<file path="src/rtl/mac_sequencer.sv">
// -----------------------------------------------------------------------------
// mac_sequencer
//   Dot-product engine for a TAPS-long kernel. It loads a set of signed weights
//   once and then computes one dot product per window of TAPS activations.
//   A single signed multiplier is reused for every tap; the accumulator result
//   is held on y_data until the downstream side takes it.
//
// Ports
//   clk      in   rising-edge clock
//   rst      in   synchronous, active-high reset
//   w_valid  in   weight offered
//   w_data   in   signed weight, WIDTH_B bits
//   w_ready  out  weight accepted when w_valid is also high
//   a_valid  in   activation offered
//   a_data   in   signed activation, WIDTH_A bits
//   a_ready  out  activation accepted when a_valid is also high
//   y_valid  out  dot-product result available
//   y_data   out  signed result, ACC_WIDTH bits
//   y_ready  in   downstream accepts the result when y_valid is also high
//   reload   in   sampled only on the result handshake; requests new weights
//   loaded   out  a complete weight set is held
// -----------------------------------------------------------------------------

// -----------------------------------------------------------------------------
// mac_mult
//   Signed full-width multiplier shared by the sequencer.
//
// Ports
//   a  in   signed operand, WA bits
//   b  in   signed operand, WB bits
//   p  out  signed product, WA+WB bits
// -----------------------------------------------------------------------------
module mac_mult #(
  parameter int WA = 9,
  parameter int WB = 5
) (
  input  logic signed [WA-1:0]    a,
  input  logic signed [WB-1:0]    b,
  output logic signed [WA+WB-1:0] p
);

  // Both operands are signed, so they are sign-extended to the product width.
  assign p = a * b;

endmodule

// -----------------------------------------------------------------------------
// state    | meaning
// ---------+-------------------------------------------------------------------
// LOAD_W   | accepting weights into weight[idx]; w_ready high
// COMPUTE  | accepting activations, one multiply-accumulate each; a_ready high
// OUTPUT   | result held on y_data until y handshake; y_valid high
// -----------------------------------------------------------------------------
module mac_sequencer #(
  parameter int WIDTH_A   = 9,
  parameter int WIDTH_B   = 5,
  parameter int TAPS      = 9,
  parameter int ACC_WIDTH = WIDTH_A + WIDTH_B + 4
) (
  input  logic                        clk,
  input  logic                        rst,
  input  logic                        w_valid,
  input  logic signed [WIDTH_B-1:0]   w_data,
  output logic                        w_ready,
  input  logic                        a_valid,
  input  logic signed [WIDTH_A-1:0]   a_data,
  output logic                        a_ready,
  output logic                        y_valid,
  output logic signed [ACC_WIDTH-1:0] y_data,
  input  logic                        y_ready,
  input  logic                        reload,
  output logic                        loaded
);

  localparam int IDX_W  = $clog2(TAPS);
  localparam int PROD_W = WIDTH_A + WIDTH_B;
  localparam logic [IDX_W-1:0] LAST_IDX = IDX_W'(TAPS - 1);

  typedef enum logic [1:0] {
    LOAD_W  = 2'd0,
    COMPUTE = 2'd1,
    OUTPUT  = 2'd2
  } state_t;

  state_t state_q, state_d;

  logic [IDX_W-1:0]          idx_q;
  logic signed [WIDTH_B-1:0] weight_q [TAPS];
  logic signed [ACC_WIDTH-1:0] acc_q;

  logic w_hs, a_hs, y_hs;
  logic idx_last;

  logic signed [WIDTH_B-1:0]   w_sel;
  logic signed [PROD_W-1:0]    product;
  logic signed [ACC_WIDTH-1:0] product_ext;

  // ---------------------------------------------------------------------------
  // FSM state register
  // ---------------------------------------------------------------------------
  always_ff @(posedge clk) begin
    if (rst) begin
      state_q <= LOAD_W;
    end else begin
      state_q <= state_d;
    end
  end

  // ---------------------------------------------------------------------------
  // Ready/valid outputs decode registered state only, so no input-to-output
  // combinational path exists. Handshakes are formed from those decodes.
  // ---------------------------------------------------------------------------
  always_comb begin
    state_d = state_q;
    w_ready = 1'b0;
    a_ready = 1'b0;
    y_valid = 1'b0;
    loaded  = 1'b0;

    case (state_q)
      LOAD_W: begin
        w_ready = 1'b1;
        if (w_valid && idx_last) begin
          state_d = COMPUTE;
        end
      end
      COMPUTE: begin
        a_ready = 1'b1;
        loaded  = 1'b1;
        if (a_valid && idx_last) begin
          state_d = OUTPUT;
        end
      end
      OUTPUT: begin
        y_valid = 1'b1;
        loaded  = 1'b1;
        if (y_ready) begin
          state_d = reload ? LOAD_W : COMPUTE;
        end
      end
      default: begin
        state_d = LOAD_W;
      end
    endcase
  end

  assign w_hs     = w_ready && w_valid;
  assign a_hs     = a_ready && a_valid;
  assign y_hs     = y_valid && y_ready;
  assign idx_last = (idx_q == LAST_IDX);

  // ---------------------------------------------------------------------------
  // Shared multiplier: the weight for the current tap is selected by idx.
  // ---------------------------------------------------------------------------
  assign w_sel = weight_q[idx_q];

  mac_mult #(
    .WA (WIDTH_A),
    .WB (WIDTH_B)
  ) u_mult (
    .a (a_data),
    .b (w_sel),
    .p (product)
  );

  // Signed size cast sign-extends the product to the accumulator width.
  assign product_ext = ACC_WIDTH'(product);

  // ---------------------------------------------------------------------------
  // Tap index, shared by weight loading and accumulation. It wraps to zero on
  // the last tap of either phase, so it is already zero entering the next one.
  // ---------------------------------------------------------------------------
  always_ff @(posedge clk) begin
    if (rst) begin
      idx_q <= '0;
    end else if (w_hs || a_hs) begin
      idx_q <= idx_last ? '0 : idx_q + IDX_W'(1);
    end else if (y_hs) begin
      idx_q <= '0;
    end
  end

  // ---------------------------------------------------------------------------
  // Weight store. A reload overwrites entries in order; entries not yet
  // rewritten keep their previous value.
  // ---------------------------------------------------------------------------
  always_ff @(posedge clk) begin
    if (rst) begin
      for (int i = 0; i < TAPS; i++) begin
        weight_q[i] <= '0;
      end
    end else if (w_hs) begin
      weight_q[idx_q] <= w_data;
    end
  end

  // ---------------------------------------------------------------------------
  // Accumulator. Tap 0 overwrites instead of adding, so no explicit clear is
  // needed between windows. Sum wraps in two's complement. acc is not touched
  // in OUTPUT, which keeps y_data stable under backpressure.
  // ---------------------------------------------------------------------------
  always_ff @(posedge clk) begin
    if (rst) begin
      acc_q <= '0;
    end else if (a_hs) begin
      acc_q <= (idx_q == '0) ? product_ext : acc_q + product_ext;
    end
  end

  assign y_data = acc_q;

endmodule
</file>
<file path="config.mk">
export PLATFORM = sky130hd
export DESIGN_NAME = mac_sequencer
export DESIGN_NICKNAME = d
export VERILOG_FILES = /design/src/rtl/mac_sequencer.sv
export SDC_FILE = /design/constraint.sdc
export NUM_CORES = 1
export LEC_CHECK = 0
export CAP_MARGIN = 15
export CORE_MARGIN = 3
export CORE_UTILIZATION = 47
export DETAILED_ROUTE_END_ITERATION = 16
export PLACE_DENSITY_LB_ADDON = 0.3
export SLEW_MARGIN = 10
export SYNTH_ARGS = -nofsm -noshare
export SYNTH_HDL_FRONTEND = slang
export SYNTH_HIERARCHICAL = 1
export SYNTH_SLANG_ARGS = --single-unit
</file>
<file path="constraint.sdc">
create_clock -name clk -period 7.3 [get_ports clk]
set_input_delay 0.73 -clock clk [delete_from_list [all_inputs] [get_ports clk]]
set_output_delay 0.73 -clock clk [all_outputs]
set_load 0.02 [all_outputs]
</file>
==> results.txt <==
Die height -> 130 µm
Clock Skews -> 0.00788 ns
Cts repair resizes -> 0
Share of post-route cells with drive strength above 1 -> 0.0970
Worst R2R End -> y_data[16]
Post-synth top area share -> 0.330
Die ar. -> 17,000 µm²
FF/Latch Area -> 2960 µm²
Initial DRC Count -> 494
Post-layout util -> 0.547
Post-Synthesis Cells -> 660
Worst Hold Launch -> y_data[2]
Grt total ovfl -> 0
CP Launch Type -> flop
DRC viols -> 0
Number of port buffers -> 41
Met3 usage -> 0.0358
Leakage power -> 3.12 nW
Hold path depth -> 2
Num rows -> 44
Initial DRT Pass Iterations -> 5
Post-route worst setup slack -> 0.520 ns
Final Net Count -> 794
Busiest layer in global routing -> met2
Number of setup buffers added after CTS -> 0
Post-route cell area -> 8130 µm²
Met2 Resource Use GR -> 0.317
Top cell by count, worst path -> fa_1
Routed wire length -> 16.6 mm
ANT cells -> 0
Slew at the pin with the worst max-slew slack -> 0.963 ns
Largest net degree at the start of global routing -> 37
R2r setup slk -> 0.52 ns
Grt met1 use -> 0.293
Final Wtd Congestion -> 0.922
Outcome -> complete, no violations
Clock Tree Buf Depth -> 2
Crit-path max cell delay -> 0.55 ns
CP Capture Type -> flop
Placed Area -> 7820 µm²
CP delay by family, top -> adder cells
Antenna viol nets, final -> 0
Top FF cell, synth -> edfxtp_1
Period utilization -> 0.929
Crit-path slowest cell -> fa_1
Initial antenna violation count -> 0
Die width -> 130 µm
WP data arrival -> 7.01 ns
WP buf/inv -> 4
CP Class -> reg2reg
Fmax -> 0.147 GHz
Total CTS buffers -> 9
# setup viols final -> 0
Io pins -> 42
Area of the multi-input gates -> 3990 µm²
Global-route usage over all layers -> 0.203
Post-Syn Area -> 7280 µm²
Netlist cell types -> 63
Area leader, netlist -> edfxtp_1
Core Region -> 14,900 µm²
Skew-Pair Late Insertion Delay -> 0.35 ns
Final Hold Violating Endpoints -> 0
Clock slew at reported path FFs -> 0.08 ns
CTS H-tree lvls -> 3
EDFF count, synth -> 80
Critical-path cell list -> clkbuf_8 > mux4_2 > mux4_2 > clkinv_1 > nor2_1 > fa_1 > fa_1 > inv_1 > fa_1 > inv_1 > ha_1 > nor2b_1 > o31a_1 > o21ai_1 > and2b_1 > xnor2_1 > ha_1 > a211oi_1 > nor2_1 > o31ai_1 > a21oi_1 > or4_1 > a311oi_1 > nor3_1
Setup TNS -> 0 ns
RSZ-0062 raised after global routing -> no
Placed insts -> 869
Finished Layout Cells -> 885
Syn Area/Cell -> 11.0 µm²
Number of max-cap violations -> 0
Routed len/inst -> 18.7 µm
Routed vias/inst -> 5.81
Yosys reg bits -> 108
Post-synthesis sequential area ratio -> 0.407
Initial Utilization -> 0.490
Post-synth net total -> 758
Number of warnings issued by yosys -> 6
Async S/R FF share, synth -> 0
First-pass GRT wire length -> 26.7 mm
Setup WS pre-CTS -> 0.415 ns
Via Count -> 5,145
Peak VDD IR -> 0.000131 V
Clk root buf -> clkbuf_16
Min-delay worst type -> reg2reg
Hold Path End -> y_data[2]
Worst slew margin -> 0.358
R2r worst-path depth -> 24
CP required -> 7.53 ns
Vias in the first global route -> 5,090
Layout fillers -> 1,235
Min Clock Period, post-route -> 6.78 ns
Crit Path Max Fanout -> 20
Max-slew violation count -> 0
CTS tree -> yes
Hpwl dp -> 12.3 mm
Area Growth Syn to Fin -> 11.6%
CTS Hold Bufs -> 0
Top post-synthesis cells by area -> edfxtp_1 (33%), fa_1 (8.2%), ha_1 (8.2%), mux4_2 (7.7%), dfxtp_1 (7.7%)
Pwr per Cell Area -> 247 nW/µm²
CTS Sinks -> 108
-- routing by layer --
layer,part of all wire,vias to the layer above
li1,-,2420
met1,0.47,2556
met2,0.47,146
met3,0.046,23
met4,0.018,0
met5,0,-
-- cell usage in the layout, fill, tap and decap left out, types with 2 or more instances in the layout --
master | Yosys | final
a2111oi_2 | 2 | 2
a211oi_1 | 14 | 14
a211oi_2 | 2 | 2
a21o_1 | 7 | 7
a21oi_1 | 21 | 20
a21oi_2 | 3 | 4
a311oi_1 | 4 | 4
a31oi_1 | 4 | 4
and2_1 | 77 | 77
and3_1 | 4 | 4
buf_4 | 0 | 3
clkbuf_16 | 0 | 9
clkdlybuf4s50_1 | 0 | 41
clkinvlp_4 | 0 | 2
dfxtp_1 | 28 | 28
edfxtp_1 | 80 | 80
fa_1 | 30 | 30
ha_1 | 48 | 48
inv_1 | 53 | 53
inv_8 | 0 | 3
mux2i_1 | 5 | 5
mux4_2 | 25 | 25
nand2_1 | 41 | 41
nand2b_1 | 4 | 4
nand3_1 | 9 | 9
nor2_1 | 62 | 62
nor2b_1 | 4 | 4
nor3_1 | 20 | 20
nor4_1 | 2 | 2
o211ai_1 | 3 | 3
o21a_1 | 3 | 3
o21ai_0 | 14 | 14
o21ai_1 | 8 | 8
o21bai_1 | 3 | 3
o31ai_1 | 4 | 4
or2_2 | 10 | 10
or4_1 | 2 | 2
xnor2_1 | 14 | 14
xor2_1 | 6 | 6
-- cells by family after synthesis --
kind of cell	count (synthesis)	share of synthesized area
adders and majority gates	78	0.165
and+or+nand+nor	242	0.170
muxes	31	0.0857
DFF	108	0.407
xor gates and xnor gates	20	0.0241
AOI/OAI and AO/OA	107	0.102
buffers and inverters	74	0.0462
-- how the worst max path moves through the flow --
stage               from         end  slack, ns  depth (start not counted)
floorplan           flop  y_data[16]       0.82                         23
global placement    flop  y_data[15]       0.51                         24
detailed placement  flop  y_data[16]       0.42                         24
CTS                 flop  y_data[15]       0.38                         24
global route        flop  y_data[16]       0.03                         24
finish              flop  y_data[16]       0.52                         24
-- layout make-up --
cell class                 instances  area share
clock inverter                     7     0.00908
tap                              184      0.0283
timing repair buffer              45      0.0549
multi-input combinational        478       0.491
inverter                          54      0.0249
sequential                       108       0.364
clock buffer                       9      0.0277
-- through the flow --
step,hold WS [ns],power [mW]
floorplan,0.514,1.34
global placement,0.474,1.51
detailed placement,0.485,1.52
CTS,0.499,2.01
global route,0.523,2.15
finish,0.492,2.01
-- registers in the layout (all words and copies together), names as in the netlist, named ones only --
name / cells
weight_q: 80
idx_q: 4
y_data: 18
state_q: 2
-- report_power, final --
part | internal, mW | leakage [nW] | switching [mW]
registers | 0.670 | 1.01 | 0.00640
clock network | 0.243 | 0.140 | 0.250
logic | 0.346 | 1.97 | 0.497
-- worst min-delay path: stages, from the launching register on --
cell and delay (ns):
dfxtp_1 0.34, nand2_1 0.06, a21oi_1 0.05
-- Yosys cell counts (5+ instances only) --
library cell  count
ha_1             48
mux2i_1           5
o21ai_1           8
dfxtp_1          28
nand2_1          41
o21ai_0          14
clkbuf_1         10
a21o_1            7
mux4_2           25
fa_1             30
inv_1            53
xor2_1            6
nor2_1           62
and2_1           77
xnor2_1          14
edfxtp_1         80
nor3_1           20
or2_2            10
a21oi_1          21
nand3_1           9
a211oi_1         14
(Power assumes the default switching activity.)
